--- src/rtl/clock_adjust_pkg.sv ---
`timescale 1ns/1ps
`default_nettype none
// ---------------------------------------------------------------------------
// clock_adjust_pkg : shared FSM encoding and width derivations | rev 1.0
// ---------------------------------------------------------------------------
package clock_adjust_pkg;

  typedef enum logic [1:0] {
    ST_IDLE    = 2'd0,
    ST_ARM     = 2'd1,
    ST_MEASURE = 2'd2
  } state_e;

  // One spare bit above the averaged period so a full-scale target can be exceeded.
  function automatic int calc_dw(input int w, input int avg_log2);
    return w + avg_log2 + 1;
  endfunction

  function automatic int calc_adj_init(input int w);
    return 1 << (w - 1);
  endfunction

endpackage
`default_nettype wire

--- src/rtl/clock_adjust_ch.sv ---
`timescale 1ns/1ps
`default_nettype none
// ---------------------------------------------------------------------------
// clock_adjust_ch : one ring-oscillator trim channel | rev 1.0
// ---------------------------------------------------------------------------
module clock_adjust_ch
  import clock_adjust_pkg::*;
#(
  parameter  int W        = 8,
  parameter  int AVG_LOG2 = 0,
  parameter  int TOL      = 1,
  parameter  int LOCK_N   = 4,
  localparam int DW       = calc_dw(W, AVG_LOG2)
) (
  input  logic          clk,
  input  logic          rst,
  input  logic          ld,
  input  logic [W-1:0]  set_period,
  input  logic          ring,
  output logic [W-1:0]  adj,
  output logic          increment,
  output logic          decrement,
  output logic [DW-1:0] duration,
  output logic          psi
);

  localparam int c_tw = W + AVG_LOG2;
  localparam int c_cw = DW + 1;
  localparam int c_ew = AVG_LOG2 + 1;
  localparam int c_lw = $clog2(LOCK_N + 1);

  localparam logic [W-1:0]    ADJ_INIT    = W'(calc_adj_init(W));
  localparam logic [DW-1:0]   c_cnt_max   = '1;
  localparam logic [c_ew-1:0] c_ecnt_last = c_ew'((1 << AVG_LOG2) - 1);
  localparam logic [c_lw-1:0] c_lock_n    = c_lw'(LOCK_N);
  localparam logic [c_cw-1:0] c_tol       = c_cw'(TOL);

  state_e            state_q, state_d;
  logic              sync1_q, sync1_d, sync2_q, sync2_d;
  logic              prev_q, prev_d, rise_q, rise_d;
  logic [DW-1:0]     cnt_q, cnt_d;
  logic [c_ew-1:0]   ecnt_q, ecnt_d;
  logic [c_tw-1:0]   tgt_q, tgt_d;
  logic [DW-1:0]     dur_q, dur_d;
  logic              done_q, done_d;
  logic [W-1:0]      adj_q, adj_d;
  logic              inc_q, inc_d, dec_q, dec_d;
  logic [c_lw-1:0]   lock_q, lock_d;

  logic              w_last_edge, w_ovf, w_meas_end;
  logic [c_cw-1:0]   w_dur_ext, w_tgt_ext, w_hi, w_lo;
  logic              w_too_long, w_too_short;

  // Overflow only counts when no ending edge arrives; both report cnt_q anyway.
  assign w_last_edge = (state_q == ST_MEASURE) && rise_q && (ecnt_q == c_ecnt_last);
  assign w_ovf       = (state_q == ST_MEASURE) && !w_last_edge && (cnt_q == c_cnt_max);
  assign w_meas_end  = w_last_edge || w_ovf;

  assign w_dur_ext   = {1'b0, dur_q};
  assign w_tgt_ext   = c_cw'(tgt_q);
  assign w_hi        = w_tgt_ext + c_tol;
  assign w_lo        = (w_tgt_ext > c_tol) ? (w_tgt_ext - c_tol) : '0;
  assign w_too_long  = w_dur_ext > w_hi;
  assign w_too_short = w_dur_ext < w_lo;

  always_comb begin
    sync1_d = ring;
    sync2_d = sync1_q;
    prev_d  = sync2_q;
    rise_d  = sync2_q & ~prev_q;
  end

  always_ff @(posedge clk or negedge rst) begin
    if (!rst) begin
      state_q <= ST_IDLE;
    end else begin
      state_q <= state_d;
    end
  end

  always_comb begin
    state_d = state_q;
    if (ld) begin
      state_d = ST_ARM;
    end else begin
      case (state_q)
        ST_IDLE:    state_d = ST_IDLE;
        ST_ARM:     if (rise_q) state_d = ST_MEASURE;
        ST_MEASURE: if (w_ovf)  state_d = ST_ARM;
        default:    state_d = ST_IDLE;
      endcase
    end
  end

  // A load discards any measurement ending now and any decision pending from the last one.
  always_comb begin
    cnt_d  = cnt_q;
    ecnt_d = ecnt_q;
    tgt_d  = tgt_q;
    dur_d  = dur_q;
    done_d = 1'b0;
    adj_d  = adj_q;
    inc_d  = 1'b0;
    dec_d  = 1'b0;
    lock_d = lock_q;
    if (ld) begin
      tgt_d  = c_tw'(set_period) << AVG_LOG2;
      lock_d = '0;
    end else begin
      case (state_q)
        ST_ARM: begin
          if (rise_q) begin
            cnt_d  = DW'(1);
            ecnt_d = '0;
          end
        end
        ST_MEASURE: begin
          if (w_meas_end) begin
            dur_d  = cnt_q;
            done_d = 1'b1;
            cnt_d  = DW'(1);
            ecnt_d = '0;
          end else begin
            cnt_d = cnt_q + DW'(1);
            if (rise_q) ecnt_d = ecnt_q + c_ew'(1);
          end
        end
        default: begin
        end
      endcase

      if (done_q) begin
        if (w_too_long) begin
          lock_d = '0;
          if (adj_q != '1) begin
            adj_d = adj_q + W'(1);
            inc_d = 1'b1;
          end
        end else if (w_too_short) begin
          lock_d = '0;
          if (adj_q != '0) begin
            adj_d = adj_q - W'(1);
            dec_d = 1'b1;
          end
        end else if (lock_q != c_lock_n) begin
          lock_d = lock_q + c_lw'(1);
        end
      end
    end
  end

  always_ff @(posedge clk or negedge rst) begin
    if (!rst) begin
      sync1_q <= 1'b0;
      sync2_q <= 1'b0;
      prev_q  <= 1'b0;
      rise_q  <= 1'b0;
      cnt_q   <= '0;
      ecnt_q  <= '0;
      tgt_q   <= '0;
      dur_q   <= '0;
      done_q  <= 1'b0;
      adj_q   <= ADJ_INIT;
      inc_q   <= 1'b0;
      dec_q   <= 1'b0;
      lock_q  <= '0;
    end else begin
      sync1_q <= sync1_d;
      sync2_q <= sync2_d;
      prev_q  <= prev_d;
      rise_q  <= rise_d;
      cnt_q   <= cnt_d;
      ecnt_q  <= ecnt_d;
      tgt_q   <= tgt_d;
      dur_q   <= dur_d;
      done_q  <= done_d;
      adj_q   <= adj_d;
      inc_q   <= inc_d;
      dec_q   <= dec_d;
      lock_q  <= lock_d;
    end
  end

  assign adj       = adj_q;
  assign increment = inc_q;
  assign decrement = dec_q;
  assign duration  = dur_q;
  assign psi       = (lock_q == c_lock_n);

endmodule
`default_nettype wire

--- src/rtl/clock_adjust_mc.sv ---
`timescale 1ns/1ps
`default_nettype none
// ---------------------------------------------------------------------------
// clock_adjust_mc : N independent ring-oscillator trim channels | rev 1.0
// ---------------------------------------------------------------------------
module clock_adjust_mc
  import clock_adjust_pkg::*;
#(
  parameter  int N        = 2,
  parameter  int W        = 8,
  parameter  int AVG_LOG2 = 0,
  parameter  int TOL      = 1,
  parameter  int LOCK_N   = 4,
  localparam int DW       = calc_dw(W, AVG_LOG2)
) (
  input  logic            clk,
  input  logic            rst,
  input  logic [N-1:0]    ld,
  input  logic [W-1:0]    setPeriod,
  input  logic [N-1:0]    ring,
  output logic [N*W-1:0]  adj,
  output logic [N-1:0]    increment,
  output logic [N-1:0]    decrement,
  output logic [N*DW-1:0] duration,
  output logic [N-1:0]    PSI
);

  for (genvar gi = 0; gi < N; gi++) begin : g_ch
    clock_adjust_ch #(
      .W        (W),
      .AVG_LOG2 (AVG_LOG2),
      .TOL      (TOL),
      .LOCK_N   (LOCK_N)
    ) u_ch (
      .clk        (clk),
      .rst        (rst),
      .ld         (ld[gi]),
      .set_period (setPeriod),
      .ring       (ring[gi]),
      .adj        (adj[gi*W +: W]),
      .increment  (increment[gi]),
      .decrement  (decrement[gi]),
      .duration   (duration[gi*DW +: DW]),
      .psi        (PSI[gi])
    );
  end

endmodule
`default_nettype wire

--- config.mk ---
export PLATFORM = sky130hd
export DESIGN_NAME = clock_adjust_mc
export DESIGN_NICKNAME = d
export VERILOG_FILES = /design/src/rtl/clock_adjust_pkg.sv /design/src/rtl/clock_adjust_ch.sv /design/src/rtl/clock_adjust_mc.sv
export SDC_FILE = /design/constraint.sdc
export NUM_CORES = 1
export LEC_CHECK = 0
export CORE_AREA = 2 2 113 115
export DETAILED_ROUTE_END_ITERATION = 12
export DIE_AREA = 0 0 115 117
export PLACE_DENSITY = 0.78
export SYNTH_ARGS = -nofsm -noshare
export SYNTH_HDL_FRONTEND = slang
export SYNTH_SLANG_ARGS = --single-unit
--- constraint.sdc ---
create_clock -name clk -period 5.92 [get_ports clk]
set_input_delay 0.592 -clock clk [delete_from_list [all_inputs] [get_ports clk]]
set_output_delay 0.592 -clock clk [all_outputs]
set_load 0.01 [all_outputs]
==> results.md, run 1 <==
* Hold buffer count at cts at 0
* Yosys cell types at 64
* Post_cts resized at 0
* Setup TNS at 0 ns
* Sw Pwr at 0.738 mW
* Fin nets at 766
* Post-synthesis sequential area ratio at 38.5%
* CTS tree: yes
* Die Width at 115 um
* FF-to-FF setup slack at 1.67 ns
* Die height at 117 um
* Clock root buffer: clkbuf_16
* Post-CTS setup buffer count at 0
* Crit path time final at 4.25 ns
* Number of synthesized register bits at 94
* Sw frac at 34.4%
* Fraction of power consumed by the clock network at 27.5%
* Core Region at 0.0123 mm2
* EDFF count, synth at 0
* Worst Setup Start Kind: flip-flop
* Clock Pin Slew Worst Setup and Hold Paths at 0.07 ns
* Leakage power at 3.23 nW
* GR Util All Layers at 21.3%
* Cell Pwr Density at 306 mW/mm2
* Post-DP HPWL at 9860 um
* R2r endpoint: g_ch[1].u_ch.adj[6]
* Max-cap violations at 0
* Top cell type's share of synthesized area at 37.7%
* Top post-synthesis cells by area: dfrtp_1 38%, ha_1 13%, mux2_2 4.8%
* Worst hold margin at 0.166 ns
* Skew final at 0.00731 ns
* Ant. Diodes at 0
* Vias in the first global route at 4861
* Routed WL per cell at 15.8 um
* Syn_nets at 722
* Synth Instances at 642
* Pint at 1.41 mW
* Drt first pass iters at 4
* FF-to-FF Start: g_ch[1].u_ch.tgt_q[0]
* Layout cells sized above 1 at 8.97%
* Endpoints failing setup at 0
* First-iteration detailed-routing DRC count at 304
* R2R depth at 15
* Routed wire length at 13300 um
* Initial antenna violation count at 0
* DR vias/cell at 5.75
* Peak Freq at 235 MHz
* Worst skew pair latency at 0.35 ns
* DRC Markers at 0
* Critical Path RT at 6.22 ns
* CP Capture Type: flip-flop
* Outcome: finished clean
* Starting Density at 49.6%
* Rel. slew slack at 38.8%
* Gate power share at 34.0%
* Hold Fails Final Rpt at 0
* Crit Path Class: flip-flop to flip-flop
* Max Buffers Root-to-Sink at 2
* Post-synth top area cell: dfrtp_1
* Syn Area/Cell at 9.51 um2
* Area Overhead vs Synth at 15.0%
* H-Tree Depth at 3
* Port bufs at 53
* Vias at 4835
* Largest net degree at the start of global routing at 65
* # rows at 41
* Die footprint at 0.0135 mm2
* Final GP Congestion at 0.955
* Sequential power share at 38.5%
* Period utilization at 71.8%
* Max rail drop VDD at 0.000155 V
* CTS Sinks at 94
* First-pass GRT wire length at 23000 um
* Post-synthesis async set-or-reset flop share at 100%
* Crit Path Max Fanout at 16
* GR Overflow Total at 0
* Top FF cell, synth: dfrtp_1
* Post-synthesis instance area at 0.00611 mm2
* Unrepaired setup endpoints after global routing: false
* Final slew viol count at 0
* I/O pins at 54
* Detail Route Antenna Nets at 0
* Inserted Clock Buffers at 9
* Hold crit path type: input port to asynchronous set/reset pin
* Least-Margin Pin Slew at 0.912 ns
* Worst Path Arrival at 4.55 ns
* Synth Warn # at 0
## power by group through the flow
stage	Clock, mW	Sequential, mW	Combinational, mW
after floorplan	0	0.818	0.509
after global placement	0	0.829	0.702
after detailed placement	0	0.838	0.724
after CTS	0.599	0.825	0.732
after global routing	0.633	0.841	0.822
final	0.592	0.827	0.730
## layer usage
layer | wire, um | vias up | track usage [%]
met3 | 563 | 20 | 4.48
met5 | 0 | - | 0
met4 | 276 | 0 | 7.79
met2 | 6440 | 101 | 34.5
met1 | 6010 | 2348 | 28.6
li1 | - | 2366 | -
## cell type report
class                           instances  area, um2
Tap cell                              150        188
Inverter                               40        150
Clock inverter                          7       72.6
Fill cell                            1029       5290
Timing Repair Buffer                   55        543
Sequential cell                        94       2350
Multi-Input combinational cell        486       3490
Clock buffer                            9        225
## logic make-up after synthesis
family / Yosys count / share of synthesized area, %
flops: 94 / 38.5
mux: 40 / 7.33
buf+inv: 62 / 4.30
simple gates: 209 / 17.1
compound gates: 140 / 14.5
xor+xnor: 31 / 4.44
fa+ha+maj: 66 / 13.8
## through the flow
step,setup slack (ns),area [um2],std cells,total power [mW],util [%]
finish,1.67,7020,841,2.15,57.1
global route,1.37,7020,841,2.30,57.1
global placement,1.94,6730,825,1.53,54.6
CTS,1.73,7020,841,2.16,57.1
detailed placement,1.76,6730,825,1.56,54.6
floorplan,2.04,6110,642,1.33,-
## worst max-delay path: stages, from the launching register on
cell and delay [ns]:
dfrtp_1 0.49, inv_1 0.13, nor3_1 0.24, nand4_1 0.15
xnor2_1 0.17, ha_1 0.30, nand4_1 0.15, o31ai_1 0.41
a21o_1 0.46, ha_1 0.38, nor2b_1 0.15, o21ai_1 0.16
a21boi_1 0.13, or4b_2 0.62, nand3_1 0.10, mux2_4 0.13
## how the worst max path moves through the flow
stage | from | depth (start not counted) | to | slack, ns
finish | g_ch[1].u_ch.tgt_q[0] | 15 | g_ch[1].u_ch.adj[6] | 1.67
floorplan | g_ch[1].u_ch.tgt_q[0] | 16 | g_ch[1].u_ch.adj[6] | 2.04
global placement | g_ch[1].u_ch.tgt_q[0] | 15 | g_ch[1].u_ch.adj[6] | 1.94
detailed placement | g_ch[1].u_ch.tgt_q[0] | 15 | g_ch[1].u_ch.adj[6] | 1.76
CTS | g_ch[1].u_ch.tgt_q[0] | 15 | g_ch[1].u_ch.adj[6] | 1.73
global route | g_ch[1].u_ch.tgt_q[0] | 15 | g_ch[1].u_ch.adj[6] | 1.37
## sequential cells by signal, indices dropped and copies added, names as in the netlist, 4 cells and up
name,cells
g_ch.u_ch.tgt_q,16
g_ch.u_ch.lock_q,6
g_ch.u_ch.adj,16
g_ch.u_ch.cnt_q,18
g_ch.u_ch.state_q,4
g_ch.u_ch.duration,18
## synth_stat cells (3+ instances only)
cell and n:
buf_4 6, nor2_1 37, nand3b_1 4, xnor2_1 19, mux2_2 26, ha_1 64, inv_1 39, buf_2 6
or2_2 3, o21ai_1 10, mux2i_1 8, nor2b_1 8, o21a_1 4, nor3_1 14, and3_1 11, o21bai_1 4
o31ai_1 3, nand2b_1 6, nand4_1 13, mux2_1 4, nand3_1 17, nor4_1 5, dfrtp_1 92, nand2_1 75
a31oi_1 4, o41ai_1 3, a211oi_1 10, a21o_1 6, a2bb2oi_1 4, clkbuf_1 10, a21oi_1 26, xor2_1 12
or3_1 3, o211ai_1 4, o21ai_0 43
## cell usage in the layout (no fill, tap or decap), types with 11 or more instances in the layout
cell             instances
a21oi_1                 26
and3_1                  11
clkdlybuf4s50_1         52
dfrtp_1                 92
ha_1                    64
inv_1                   39
mux2_2                  26
nand2_1                 75
nand3_1                 17
nand4_1                 13
nor2_1                  37
nor3_1                  14
o21ai_0                 43
xnor2_1                 19
xor2_1                  12
Note: power is estimated with default switching activity, not from simulation.
==> run 2: changes to the inputs <==
clock period = 4.3 ns   (was 5.92 ns; I/O delays follow)
==> results.md, run 2 (same netlist as run 1, synthesis figures left out) <==
* Outcome: finished clean
* Worst Setup Start Kind: flip-flop
* Core Region at 0.0123 mm2
* Post-DP HPWL at 10100 um
* Endpoints failing setup at 0
* Clock Pin Slew Worst Setup and Hold Paths at 0.06 ns
* Setup TNS at 0 ns
* Gate power share at 35.2%
* Fraction of power consumed by the clock network at 25.2%
* Max rail drop VDD at 0.000188 V
* Port bufs at 53
* CTS Sinks at 94
* CTS tree: yes
* GR Util All Layers at 21.0%
* Inserted Clock Buffers at 9
* Skew final at 0.00624 ns
* Least-Margin Pin Slew at 0.928 ns
* Vias at 4871
* Max Buffers Root-to-Sink at 2
* Leakage power at 3.23 nW
* Pint at 1.89 mW
* Hold crit path type: input port to asynchronous set/reset pin
* Sw frac at 34.6%
* Max-cap violations at 0
* CP Capture Type: flip-flop
* Cell Pwr Density at 411 mW/mm2
* Detail Route Antenna Nets at 0
* Worst hold margin at 0.132 ns
* Final worst slack at 0.348 ns
* Worst Path Arrival at 4.22 ns
* Area Overhead vs Synth at 14.9%
* Crit Path Class: flip-flop to flip-flop
* DRC Markers at 0
* CP cell instances: inv_1 > nor3_1 > nand4_1 > xor2_1 > ha_1 > a21o_1 > a2bb2oi_1 > o211ai_1 > nand2_1 > ha_1 > a21oi_1 > o211ai_1 > o41ai_2 > or4b_1 > o2111ai_1
* Most frequent cells in the layout: 92 x dfrtp_1, 75 x nand2_1, 64 x ha_1
* Rel. slew slack at 37.6%
* Worst path slowest cell: or4b_1
* Die height at 117 um
* # rows at 41
* Final slew viol count at 0
* Sequential power share at 39.6%
* H-Tree Depth at 3
* Clock root buffer: clkbuf_16
* Die Width at 115 um
* First-iteration detailed-routing DRC count at 289
* Unrepaired setup endpoints after global routing: false
* Critical Path RT at 4.56 ns
* Crit Path Max Fanout at 7
* FF-to-FF setup slack at 0.35 ns
* Die footprint at 0.0135 mm2
* First-pass GRT wire length at 22500 um
* I/O pins at 54
* Commonest non-fill, non-tap cell in the layout: dfrtp_1
* Post-CTS setup buffer count at 0
* Layout cells sized above 1 at 9.25%
* Largest net degree at the start of global routing at 60
* Period utilization at 91.9%
* Initial antenna violation count at 0
* DP Worst Slack at 0.246 ns
* Hold Fails Final Rpt at 0
* Starting Density at 49.6%
* Routed wire length at 13200 um
* Vias in the first global route at 4804
* Ant. Diodes at 0
* DR vias/cell at 5.79
* Peak Freq at 253 MHz
* Critical path's largest stage delay at 0.48 ns
* Worst skew pair latency at 0.35 ns
* Routed WL per cell at 15.7 um
* Fin nets at 768
* Final GP Congestion at 0.926
* GR Overflow Total at 0
* Drt first pass iters at 5
* Sw Pwr at 0.997 mW
* Crit path time final at 3.95 ns
* Power Total at 2.88 mW
## run 2: changes by cell type in the layout (fill, tap and decap cells not counted)
cell / before / now
inv_6: 2 / 0
o31ai_2: 0 / 1
o31ai_1: 3 / 2
buf_4: 3 / 5
clkbuf_1: 0 / 1
clkinv_2: 2 / 1
clkinv_4: 0 / 2
o41ai_2: 0 / 1
o41ai_1: 3 / 2
bufinv_16: 1 / 0
## run 2: metrics by stage
stage / cells / cell area (um2) / util, %
6_report: 842 / 7020 / 57.0
5_1_grt: 842 / 7020 / 57.0
4_1_cts: 842 / 7010 / 56.9
3_5_place_dp: 827 / 6740 / 54.8
3_3_place_gp: 827 / 6740 / 54.8
2_1_floorplan: 642 / 6110 / -
## run 2: worst paths after layout
kind | start | endpoint | cells after the start
setup / recovery | g_ch[0].u_ch.tgt_q[0] | g_ch[0].u_ch.adj[7] | 15
hold / removal | rst | g_ch[0].u_ch.cnt_q[3] | 1
setup reg to reg | g_ch[0].u_ch.tgt_q[0] | g_ch[0].u_ch.adj[7] | 15
hold reg to reg | g_ch[0].u_ch.sync1_q | g_ch[0].u_ch.prev_d | 0
max in group asynchronous | rst | g_ch[1].u_ch.adj[7] | 2
min in group clk | g_ch[0].u_ch.sync1_q | g_ch[0].u_ch.prev_d | 0
## run 2: timing repair
item                       in CTS  in global routing
hold buffers                    0                  0
gates resized for setup         0                  2
setup endpoints to repair       0                  2
## run 2: layer usage
metal | GRT usage, % | up-vias | routed length [um]
met5 | 0 | - | 0
met4 | 9.96 | 0 | 330
met3 | 4.02 | 29 | 544
met2 | 34.7 | 109 | 6380
met1 | 26.8 | 2350 | 5970
li1 | - | 2383 | -
## run 2: critical path: cells and delay by family (launching register included)
kind | cells | cell delay [ns]
xor+xnor | 1 | 0.17
compound gates | 7 | 1.37
fa+ha+maj | 2 | 0.59
flops | 1 | 0.46
buf+inv | 1 | 0.14
simple gates | 4 | 1.14
## run 2: power groups by stage
stage               Combinational, mW  Sequential, mW  Clock (mW)
detailed placement               1.00            1.16           0
CTS                              1.01            1.14       0.741
floorplan                       0.700            1.13           0
global route                     1.14            1.16       0.786
global placement                0.965            1.14           0
finish                           1.01            1.14       0.727
## run 2: final cells by class
cell class | count | area (um2)
Fill cell | 1064 | 5290
Multi-Input combinational cell | 486 | 3500
Sequential cell | 94 | 2350
Timing Repair Buffer | 57 | 558
Clock buffer | 10 | 229
Tap cell | 150 | 188
Inverter | 40 | 150
Clock inverter | 5 | 37.5
